<file path="src/rtl/dmem_arbiter_pkg.sv">
// Shared constants for the data-memory arbiter: FSM encoding, port IDs and
// the legal range of the memory read latency.
package dmem_arbiter_pkg;

    typedef logic [1:0] state_t;
    typedef logic       port_id_t;

    localparam state_t ST_IDLE  = 2'd0;
    localparam state_t ST_ISSUE = 2'd1;
    localparam state_t ST_WAIT  = 2'd2;
    localparam state_t ST_DONE  = 2'd3;

    localparam port_id_t PORT_C = 1'b0;
    localparam port_id_t PORT_D = 1'b1;

    localparam int MEM_LAT_MIN = 1;
    localparam int MEM_LAT_MAX = 15;
    localparam int CNT_W       = 4;

endpackage

</file>
<file path="src/rtl/dmem_arbiter_if.sv">
// Bundle of the CPU port, DMA port and memory-side signals around dmem_arbiter.
// Signal suffixes are from the arbiter's point of view.
interface dmem_arbiter_if #(
    parameter int ADDR_W = 32,
    parameter int DATA_W = 32
);
    logic              c_req_i;
    logic              c_we_i;
    logic [ADDR_W-1:0] c_addr_i;
    logic [DATA_W-1:0] c_wdata_i;
    logic              c_ack_o;
    logic [DATA_W-1:0] c_rdata_o;
    logic              c_stall_o;

    logic              d_req_i;
    logic              d_we_i;
    logic [ADDR_W-1:0] d_addr_i;
    logic [DATA_W-1:0] d_wdata_i;
    logic              d_ack_o;
    logic [DATA_W-1:0] d_rdata_o;

    logic              mem_en_o;
    logic              mem_we_o;
    logic [ADDR_W-1:0] mem_addr_o;
    logic [DATA_W-1:0] mem_wdata_o;
    logic [DATA_W-1:0] mem_rdata_i;

    // Arbiter side.
    modport slave (
        input  c_req_i, c_we_i, c_addr_i, c_wdata_i,
        output c_ack_o, c_rdata_o, c_stall_o,
        input  d_req_i, d_we_i, d_addr_i, d_wdata_i,
        output d_ack_o, d_rdata_o,
        output mem_en_o, mem_we_o, mem_addr_o, mem_wdata_o,
        input  mem_rdata_i
    );

    // Requesters plus memory.
    modport master (
        output c_req_i, c_we_i, c_addr_i, c_wdata_i,
        input  c_ack_o, c_rdata_o, c_stall_o,
        output d_req_i, d_we_i, d_addr_i, d_wdata_i,
        input  d_ack_o, d_rdata_o,
        input  mem_en_o, mem_we_o, mem_addr_o, mem_wdata_o,
        output mem_rdata_i
    );

endinterface

</file>
<file path="src/rtl/dmem_rr_pick.sv">
// Two-way request picker: fixed priority to C, or round-robin against the
// last granted port when both request.
module dmem_rr_pick
    import dmem_arbiter_pkg::*;
(
    input  logic i_c_req,
    input  logic i_d_req,
    input  logic i_rr_en,
    input  logic i_last_grant,
    output logic o_winner,
    output logic o_valid
);

    // NOTE: every output of a combinational block gets a default first so no path leaves it unassigned and infers a latch.
    always_comb begin
        o_winner = PORT_C;
        o_valid  = i_c_req | i_d_req;
        if (i_c_req && i_d_req) begin
            o_winner = i_rr_en ? ~i_last_grant : PORT_C;
        end else if (i_d_req) begin
            o_winner = PORT_D;
        end
    end

endmodule

</file>
<file path="src/rtl/dmem_arbiter.sv">
// dmem_arbiter: shares one single-port data memory between the CPU MEM stage
// (port C) and a DMA/loader (port D); each access is IDLE->ISSUE->WAIT->DONE.
module dmem_arbiter
    import dmem_arbiter_pkg::*;
#(
    parameter int ADDR_W  = 32,
    parameter int DATA_W  = 32,
    parameter int MEM_LAT = 1,
    parameter bit RR_EN   = 1'b1
) (
    input  logic          clk_i,
    input  logic          start_i,
    dmem_arbiter_if.slave bus,
    output logic          busy_o
);

    if (MEM_LAT < MEM_LAT_MIN || MEM_LAT > MEM_LAT_MAX) begin : g_bad_mem_lat
        $error("dmem_arbiter: MEM_LAT=%0d outside 1..15", MEM_LAT);
    end

    localparam logic [CNT_W-1:0] LAT_LOAD = CNT_W'(MEM_LAT - 1);

    state_t            r_state;
    logic [CNT_W-1:0]  r_cnt;
    port_id_t          r_owner;
    port_id_t          r_last_grant;
    logic              r_we;
    logic [ADDR_W-1:0] r_addr;
    logic [DATA_W-1:0] r_wdata;
    logic [DATA_W-1:0] r_c_rdata;
    logic [DATA_W-1:0] r_d_rdata;

    logic w_winner;
    logic w_valid;
    logic w_issue;
    logic w_c_ack;
    logic w_d_ack;

    dmem_rr_pick u_pick (
        .i_c_req      (bus.c_req_i),
        .i_d_req      (bus.d_req_i),
        .i_rr_en      (RR_EN),
        .i_last_grant (r_last_grant),
        .o_winner     (w_winner),
        .o_valid      (w_valid)
    );

    // NOTE: sequential state uses non-blocking assignments so every register samples pre-edge values.
    always_ff @(posedge clk_i) begin
        if (!start_i) begin
            r_state      <= ST_IDLE;
            r_cnt        <= '0;
            r_owner      <= PORT_C;
            r_last_grant <= PORT_D;
            r_we         <= 1'b0;
            r_addr       <= '0;
            r_wdata      <= '0;
            r_c_rdata    <= '0;
            r_d_rdata    <= '0;
        end else begin
            case (r_state)
                ST_IDLE: begin
                    if (w_valid) begin
                        r_owner      <= w_winner;
                        r_last_grant <= w_winner;
                        r_we         <= (w_winner == PORT_D) ? bus.d_we_i    : bus.c_we_i;
                        r_addr       <= (w_winner == PORT_D) ? bus.d_addr_i  : bus.c_addr_i;
                        r_wdata      <= (w_winner == PORT_D) ? bus.d_wdata_i : bus.c_wdata_i;
                        r_state      <= ST_ISSUE;
                    end
                end
                ST_ISSUE: begin
                    r_cnt   <= LAT_LOAD;
                    r_state <= ST_WAIT;
                end
                ST_WAIT: begin
                    if (r_cnt == '0) begin
                        if (r_owner == PORT_D) r_d_rdata <= bus.mem_rdata_i;
                        else                   r_c_rdata <= bus.mem_rdata_i;
                        r_state <= ST_DONE;
                    end else begin
                        r_cnt <= r_cnt - 1'b1;
                    end
                end
                default: r_state <= ST_IDLE;
            endcase
        end
    end

    assign w_issue = (r_state == ST_ISSUE);
    assign w_c_ack = (r_state == ST_DONE) && (r_owner == PORT_C);
    assign w_d_ack = (r_state == ST_DONE) && (r_owner == PORT_D);

    assign bus.mem_en_o    = w_issue;
    assign bus.mem_we_o    = w_issue & r_we;
    assign bus.mem_addr_o  = r_addr;
    assign bus.mem_wdata_o = r_wdata;

    assign bus.c_ack_o   = w_c_ack;
    assign bus.c_rdata_o = r_c_rdata;
    assign bus.c_stall_o = bus.c_req_i & ~w_c_ack;
    assign bus.d_ack_o   = w_d_ack;
    assign bus.d_rdata_o = r_d_rdata;

    assign busy_o = (r_state != ST_IDLE);

endmodule

</file>
<file path="src/flat_wrapper.sv">
// flat-port wrapper written by rule: the top's interface ports become plain ports
module dmem_arbiter_flat import dmem_arbiter_pkg::*;
#(
    parameter int ADDR_W  = 32,
    parameter int DATA_W  = 32,
    parameter int MEM_LAT = 1,
    parameter bit RR_EN   = 1'b1
)
  (clk_i, start_i, busy_o, bus_c_req_i, bus_c_we_i, bus_c_addr_i, bus_c_wdata_i, bus_c_ack_o, bus_c_rdata_o, bus_c_stall_o, bus_d_req_i, bus_d_we_i, bus_d_addr_i, bus_d_wdata_i, bus_d_ack_o, bus_d_rdata_o, bus_mem_en_o, bus_mem_we_o, bus_mem_addr_o, bus_mem_wdata_o, bus_mem_rdata_i);
  dmem_arbiter_if #(.ADDR_W(ADDR_W), .DATA_W(DATA_W)) bus_i ();
  input  logic clk_i;
  input  logic start_i;
  output logic busy_o;
  input wire logic [$bits(bus_i.c_req_i)-1:0] bus_c_req_i;
  input wire logic [$bits(bus_i.c_we_i)-1:0] bus_c_we_i;
  input wire logic [$bits(bus_i.c_addr_i)-1:0] bus_c_addr_i;
  input wire logic [$bits(bus_i.c_wdata_i)-1:0] bus_c_wdata_i;
  output wire logic [$bits(bus_i.c_ack_o)-1:0] bus_c_ack_o;
  output wire logic [$bits(bus_i.c_rdata_o)-1:0] bus_c_rdata_o;
  output wire logic [$bits(bus_i.c_stall_o)-1:0] bus_c_stall_o;
  input wire logic [$bits(bus_i.d_req_i)-1:0] bus_d_req_i;
  input wire logic [$bits(bus_i.d_we_i)-1:0] bus_d_we_i;
  input wire logic [$bits(bus_i.d_addr_i)-1:0] bus_d_addr_i;
  input wire logic [$bits(bus_i.d_wdata_i)-1:0] bus_d_wdata_i;
  output wire logic [$bits(bus_i.d_ack_o)-1:0] bus_d_ack_o;
  output wire logic [$bits(bus_i.d_rdata_o)-1:0] bus_d_rdata_o;
  output wire logic [$bits(bus_i.mem_en_o)-1:0] bus_mem_en_o;
  output wire logic [$bits(bus_i.mem_we_o)-1:0] bus_mem_we_o;
  output wire logic [$bits(bus_i.mem_addr_o)-1:0] bus_mem_addr_o;
  output wire logic [$bits(bus_i.mem_wdata_o)-1:0] bus_mem_wdata_o;
  input wire logic [$bits(bus_i.mem_rdata_i)-1:0] bus_mem_rdata_i;
  assign bus_i.c_req_i = bus_c_req_i;
  assign bus_i.c_we_i = bus_c_we_i;
  assign bus_i.c_addr_i = bus_c_addr_i;
  assign bus_i.c_wdata_i = bus_c_wdata_i;
  assign bus_c_ack_o = bus_i.c_ack_o;
  assign bus_c_rdata_o = bus_i.c_rdata_o;
  assign bus_c_stall_o = bus_i.c_stall_o;
  assign bus_i.d_req_i = bus_d_req_i;
  assign bus_i.d_we_i = bus_d_we_i;
  assign bus_i.d_addr_i = bus_d_addr_i;
  assign bus_i.d_wdata_i = bus_d_wdata_i;
  assign bus_d_ack_o = bus_i.d_ack_o;
  assign bus_d_rdata_o = bus_i.d_rdata_o;
  assign bus_mem_en_o = bus_i.mem_en_o;
  assign bus_mem_we_o = bus_i.mem_we_o;
  assign bus_mem_addr_o = bus_i.mem_addr_o;
  assign bus_mem_wdata_o = bus_i.mem_wdata_o;
  assign bus_i.mem_rdata_i = bus_mem_rdata_i;
  dmem_arbiter #(.ADDR_W(ADDR_W), .DATA_W(DATA_W), .MEM_LAT(MEM_LAT), .RR_EN(RR_EN)) u_core (.clk_i(clk_i), .start_i(start_i), .bus(bus_i), .busy_o(busy_o));
endmodule
</file>
<file path="config.mk">
export PLATFORM = sky130hd
export DESIGN_NAME = dmem_arbiter_flat
export DESIGN_NICKNAME = d
export VERILOG_FILES = /design/src/rtl/dmem_arbiter_pkg.sv /design/src/rtl/dmem_arbiter_if.sv /design/src/rtl/dmem_rr_pick.sv /design/src/rtl/dmem_arbiter.sv /design/src/flat_wrapper.sv
export SDC_FILE = /design/constraint.sdc
export NUM_CORES = 1
export LEC_CHECK = 0
export BUFFER_PORTS_ARGS = -buffer_cell sky130_fd_sc_hd__buf_4
export CAP_MARGIN = 20
export CORE_MARGIN = 2
export CORE_UTILIZATION = 46
export DETAILED_ROUTE_END_ITERATION = 8
export PLACE_DENSITY = 0.81
export SYNTH_ARGS = -nofsm -noshare
export SYNTH_HDL_FRONTEND = slang
export SYNTH_HIERARCHICAL = 1
export SYNTH_SLANG_ARGS = --single-unit
export TNS_END_PERCENT = 10
</file>
<file path="constraint.sdc">
create_clock -name clk_i -period 2.3 [get_ports clk_i]
set_input_delay 0.23 -clock clk_i [delete_from_list [all_inputs] [get_ports clk_i]]
set_output_delay 0.23 -clock clk_i [all_outputs]
set_load 0.02 [all_outputs]
</file>
==> results of run 1 <==
## power breakdown
part           internal [uW]  switching (uW)  leakage (uW)
clock network           2210             991      0.000338
logic                   1670            2070       0.00344
registers               2960             340       0.00112
## final timing paths
check | start | end | cells past startpoint
setup reg to reg | u_core/r_state[0] | u_core/bus.d_rdata_o[10] | 6
setup / recovery | u_core/r_state[0] | u_core/bus.d_rdata_o[10] | 6
hold / removal | bus_mem_rdata_i[26] | u_core/bus.d_rdata_o[26] | 3
hold reg to reg | u_core/bus.c_rdata_o[12] | u_core/bus.c_rdata_o[12] | 2
## final cells by class
type	instances	area, um2
Fill cell	927	3590
Sequential cell	137	2740
Clock inverter	11	240
Inverter	5	18.8
Clock buffer	21	460
Timing Repair Buffer	319	2440
Tap cell	172	215
Multi-Input combinational cell	401	2900
## sequential cells by signal, summed over array words and instances (netlist names), 2 cells and up
signal / count
u_core/bus.c_rdata_o: 32
u_core/bus.mem_addr_o: 32
u_core/r_state: 2
u_core/bus.d_rdata_o: 32
u_core/bus.mem_wdata_o: 32
u_core/r_cnt: 4
## metrics by stage
| stage | total power [uW] | std cells | area [um2] | util | hold slack (ps) |
|---|---|---|---|---|---|
| 2_1_floorplan | 5520 | 593 | 5930 | - | 392 |
| 3_3_place_gp | 6970 | 1034 | 8330 | 0.660 | 443 |
| 3_5_place_dp | 7090 | 1034 | 8330 | 0.660 | 452 |
| 4_1_cts | 10300 | 1066 | 9030 | 0.715 | 80.4 |
| 5_1_grt | 10700 | 1066 | 9030 | 0.715 | 91.2 |
| 6_report | 10200 | 1066 | 9030 | 0.715 | 99.4 |
## placed cells by master, fill, tap and decap left out
cell,Yosys,layout
a21boi_0,2,2
a21boi_4,0,1
a2bb2oi_1,1,1
and2_1,3,2
and2_4,0,1
buf_12,3,4
buf_4,3,315
bufinv_16,0,7
clkbuf_1,26,2
clkbuf_16,0,17
clkbuf_8,0,2
clkinv_2,0,1
clkinv_4,0,1
clkinvlp_4,0,1
conb_1,1,1
dfxtp_1,137,137
ha_1,5,5
inv_1,5,5
inv_6,0,1
mux2i_1,133,133
nand2_1,170,170
nand2b_1,3,3
nand3_1,6,6
nand3b_1,1,1
nand3b_4,1,1
nand4b_1,1,1
nor2b_1,2,2
nor3_1,1,1
nor3_4,0,1
o211a_1,65,65
o221a_2,1,1
or2_1,1,1
or3b_2,1,2
## logic make-up after synthesis
kind of cell / Yosys count / synth area share
buffers and inverters: 55 / 0.0505
adders and majority gates: 5 / 0.0106
DFF: 137 / 0.463
AOI/OAI and AO/OA: 70 / 0.117
and+or+nand+nor: 192 / 0.134
muxes: 133 / 0.225
other: 1 / 0.000633
## tightest hold or removal path: stages
cell and delay, ps:
buf_4 70, nand2_1 50, mux2i_1 100
## layer usage
layer  GRT usage  up-vias  wire length [um]
met2       0.434      206              8880
met4      0.0813        0               198
met5           0        -                 0
li1            -     2613                 -
met1       0.264     2464              6570
met3      0.0722       13              1230
==> flow_summary.ini, run 1 <==
[worst_setup_path]
rrSetupSlack_ps = 330
critPathBufInv = 2
worstSetupStartpointType = flip-flop
cp.arrival_ps = 2290
path_cells = inv_1, ha_1, nand3b_4, or3b_2, buf_4, mux2i_1
cpLargestDelayFamily = simple AND/OR/NAND/NOR gates
worst_path_max_delay_cell = or3b_2
critical_path_class = flip-flop to flip-flop
end_kind = flip-flop
max_stage_delay_ps = 470
required_ps = 2620
crit_fanout = 25

[cts]
cts.sinks = 137
cts-resized-gates = 0
cts_buffers = 17
clockRootBuffer = clkbuf_16
post_cts_buffers = 0
clk_latency_ps = 410
clkTransAtPathRegs_ps = 60
ctsHoldBuffers = 0
cts_tree = yes
htree_levels = 4
cts.path.max_buffers = 2

[sta]
rsz0062_at_grt = no
finalSetupViolCount = 0
final_max_slew_viol_count = 0
finalHoldViolations = 0
setup_slack_ps = 327
worst_slew_pin_slew_ps = 623
fin_crit_sh = 0.858
tns_ps = 0
fmax_ghz = 0.507
skew_ps = 6.73
fin_crit_ps = 1970
slew_headroom = 0.583

[drt]
antenna_left = 0
dr.pass1.iters = 5
drt-initial-drc-count = 326
wirelength_mm = 16.9
wl_per_cell_um = 15.8
drc_errors = 0
vias = 5296
viasPerCell = 4.97

[yosys]
synthTopCellsByCount = nand2_1, dfxtp_1, mux2i_1, o211a_1, clkbuf_1
synth_seq_cells = 137
synth_nets = 764
yosys.area.top_type = dfxtp_1
yosysMostFrequentCell = nand2_1
ys_warn_count = 6
synthCells = 593
synth_top_area_share = 0.463
ys_types = 29
synth_edf_count = 0
syn_area_um2 = 5930
ys.flop_type = dfxtp_1
synth_area_leaders = dfxtp_1, mux2i_1, o211a_1
synth-async-reset-ratio = 0
ys_seq_area_frac = 0.463
syn_avg_cell_area_um2 = 9.99

[placement]
numPortBuffers = 299
dp_slack_ps = 363
dp.final_hpwl_mm = 12.8
gp_congestion = 0.847

[grt]
grt_max_degree = 84
grt_pass1_vias = 5207
gr-total-overflow = 0
grt_pass1_wl_mm = 26.3
antenna_found_initial = 0
grtUsageTotal = 0.239

[run_status]
outcome = finished clean

[floorplan]
io-pin-count = 300
rows = 41
core_area_um2 = 12600
die_y_um = 118
start_util = 0.470
die_w_um = 118
die_area_um2 = 13800

[power]
leakagePower_uw = 0.00490
power.density_nw_per_um2 = 1130
peakVddDrop_uv = 602

[flow_run]
cap_viol_max_count = 0

[layout]
final_nets = 1052
diodes = 0
drive_gt1_frac = 0.398
syn2layout_area_growth_pct = 52.3

[min_path]
min_path_type = input pin to flip-flop
(Power assumes the default switching activity.)
==> run 2, diff against run 1 <==
CELL_PAD_IN_SITES_DETAIL_PLACEMENT = 0   (was unset)
CELL_PAD_IN_SITES_GLOBAL_PLACEMENT = 2   (was unset)
CORE_UTILIZATION = 26   (was 46)
PLACE_DENSITY = unset   (was 0.81)
PLACE_DENSITY_LB_ADDON = 0.1   (was unset)
==> flow_summary.ini, run 2 (same netlist as run 1, synthesis figures left out) <==
[layout]
final_nets = 1050
drive_gt1_frac = 0.398
fill_cells = 2279
syn2layout_area_growth_pct = 54.0
layout_common_cells = buf_4, nand2_1, dfxtp_1
mostFrequentLayoutCell = buf_4
diodes = 0

[sta]
fin_crit_sh = 0.859
slew_headroom = 0.640
finalSetupViolCount = 0
finalHoldViolations = 0
whs_ps = 96.3
skew_ps = 10.5
rsz0062_at_grt = no
fmax_ghz = 0.506
setup_slack_ps = 324
worst_slew_pin_slew_ps = 541
fin_crit_ps = 1980
tns_ps = 0
final_max_slew_viol_count = 0

[power]
power.density_nw_per_um2 = 1100
pwr-share-seq = 0.326
peakVddDrop_uv = 502
leakagePower_uw = 0.00487
swShare = 0.345
clkPwrFrac = 0.299
p_switching_uw = 3470
combPwrFrac = 0.374
internal-power_uw = 6590

[grt]
grtUsageTotal = 0.145
antenna_found_initial = 0
grt_pass1_vias = 5320
grt_max_degree = 51
grt_pass1_wl_mm = 27.6
gr-total-overflow = 0

[worst_setup_path]
required_ps = 2580
reg2reg_from = u_core/r_state[0]
cp.arrival_ps = 2260
path_cells = inv_1, ha_1, nand3b_4, or3b_2, buf_4, mux2i_1
max_stage_delay_ps = 470
r2r_end = u_core/bus.d_rdata_o[15]
rrSetupSlack_ps = 320
worst_path_max_delay_cell = or3b_2
r2r_cells = 6
worstSetupStartpointType = flip-flop
crit_fanout = 23
critical_path_class = flip-flop to flip-flop
end_kind = flip-flop

[cts]
ctsHoldBuffers = 0
clk_latency_ps = 420
clkTransAtPathRegs_ps = 60
cts-resized-gates = 0
cts.path.max_buffers = 2
htree_levels = 4
post_cts_buffers = 0
cts_buffers = 17
cts_tree = yes
clockRootBuffer = clkbuf_16
cts.sinks = 137

[min_path]
min_path_type = input pin to flip-flop
min_path_cells = 3
holdPathEnd = u_core/bus.d_rdata_o[17]
hold_start = bus_mem_rdata_i[17]

[flow_run]
cap_viol_max_count = 0

[floorplan]
core_area_um2 = 22500
die_w_um = 155
die_y_um = 155
die_area_um2 = 24000
io-pin-count = 300
rows = 55
start_util = 0.263

[drt]
antenna_left = 0
wl_per_cell_um = 15.0
dr.pass1.iters = 5
viasPerCell = 4.46
drt-initial-drc-count = 222
wirelength_mm = 17.7
drc_errors = 0
vias = 5240

[run_status]
outcome = finished clean

[placement]
gp_congestion = 0.719
dp_slack_ps = 333
dp.final_hpwl_mm = 13.3
numPortBuffers = 299
-- run 2: changes by cell type in the layout (fill, tap and decap cells not counted), sizes merged --
cell | before | now
clkbuf | 21 | 17
buf | 319 | 317
clkinv | 2 | 6
clkinvlp | 1 | 2
bufinv | 7 | 5
-- run 2: cell type report --
class	instances	area, um2	area share
multi-input cells	401	2900	0.318
flip-flops and latches	137	2740	0.301
well taps	285	357	0.0391
clock inverters	14	223	0.0244
clock buffers	17	425	0.0466
repair buffers	317	2450	0.269
inverters	5	18.8	0.00206
-- run 2: layer usage --
| layer | vias to the layer above | track usage | routed length [um] |
|---|---|---|---|
| met5 | - | 0 | 0 |
| met4 | 0 | 0.0366 | 168 |
| met3 | 12 | 0.0632 | 1520 |
| met2 | 166 | 0.261 | 9080 |
| met1 | 2441 | 0.156 | 6890 |
| li1 | 2621 | - | - |
-- run 2: power by group through the flow --
| stage | Combinational [uW] | Clock, uW | Sequential (uW) |
|---|---|---|---|
| finish | 3770 | 3010 | 3280 |
| global route | 4070 | 3210 | 3360 |
| CTS | 3850 | 3110 | 3290 |
| detailed placement | 3840 | 0 | 3330 |
| global placement | 3800 | 0 | 3300 |
| floorplan | 1570 | 0 | 3950 |
-- run 2: worst max-delay path by stage --
stage,to,cells past startpoint,start,slack (ps)
after floorplan,u_core/bus.mem_addr_o[23],8,u_core/r_last_grant,650
after global placement,u_core/bus.d_rdata_o[19],6,u_core/r_state[0],410
after detailed placement,u_core/bus.d_rdata_o[14],6,u_core/r_state[0],330
after CTS,u_core/bus.d_rdata_o[8],6,u_core/r_state[0],320
after global routing,u_core/bus.d_rdata_o[10],6,u_core/r_state[0],240
final,u_core/bus.d_rdata_o[15],6,u_core/r_state[0],320
-- run 2: stage by stage --
step                      std cells  utilization  area, um2  total power (uW)
final                          1176        0.406       9130             10100
after CTS                      1176        0.406       9130             10200
after global routing           1176        0.406       9130             10600
after detailed placement       1145        0.377       8480              7170
after global placement         1145        0.377       8480              7100
after floorplan                 593            -       5930              5520
-- run 2: worst max-delay path, delay by kind of cell, from the launching register on --
| kind | cells | cell delay, ps |
|---|---|---|
| simple gates | 2 | 590 |
| buf+inv | 2 | 380 |
| fa+ha+maj | 1 | 370 |
| flops | 1 | 340 |
| mux | 1 | 160 |
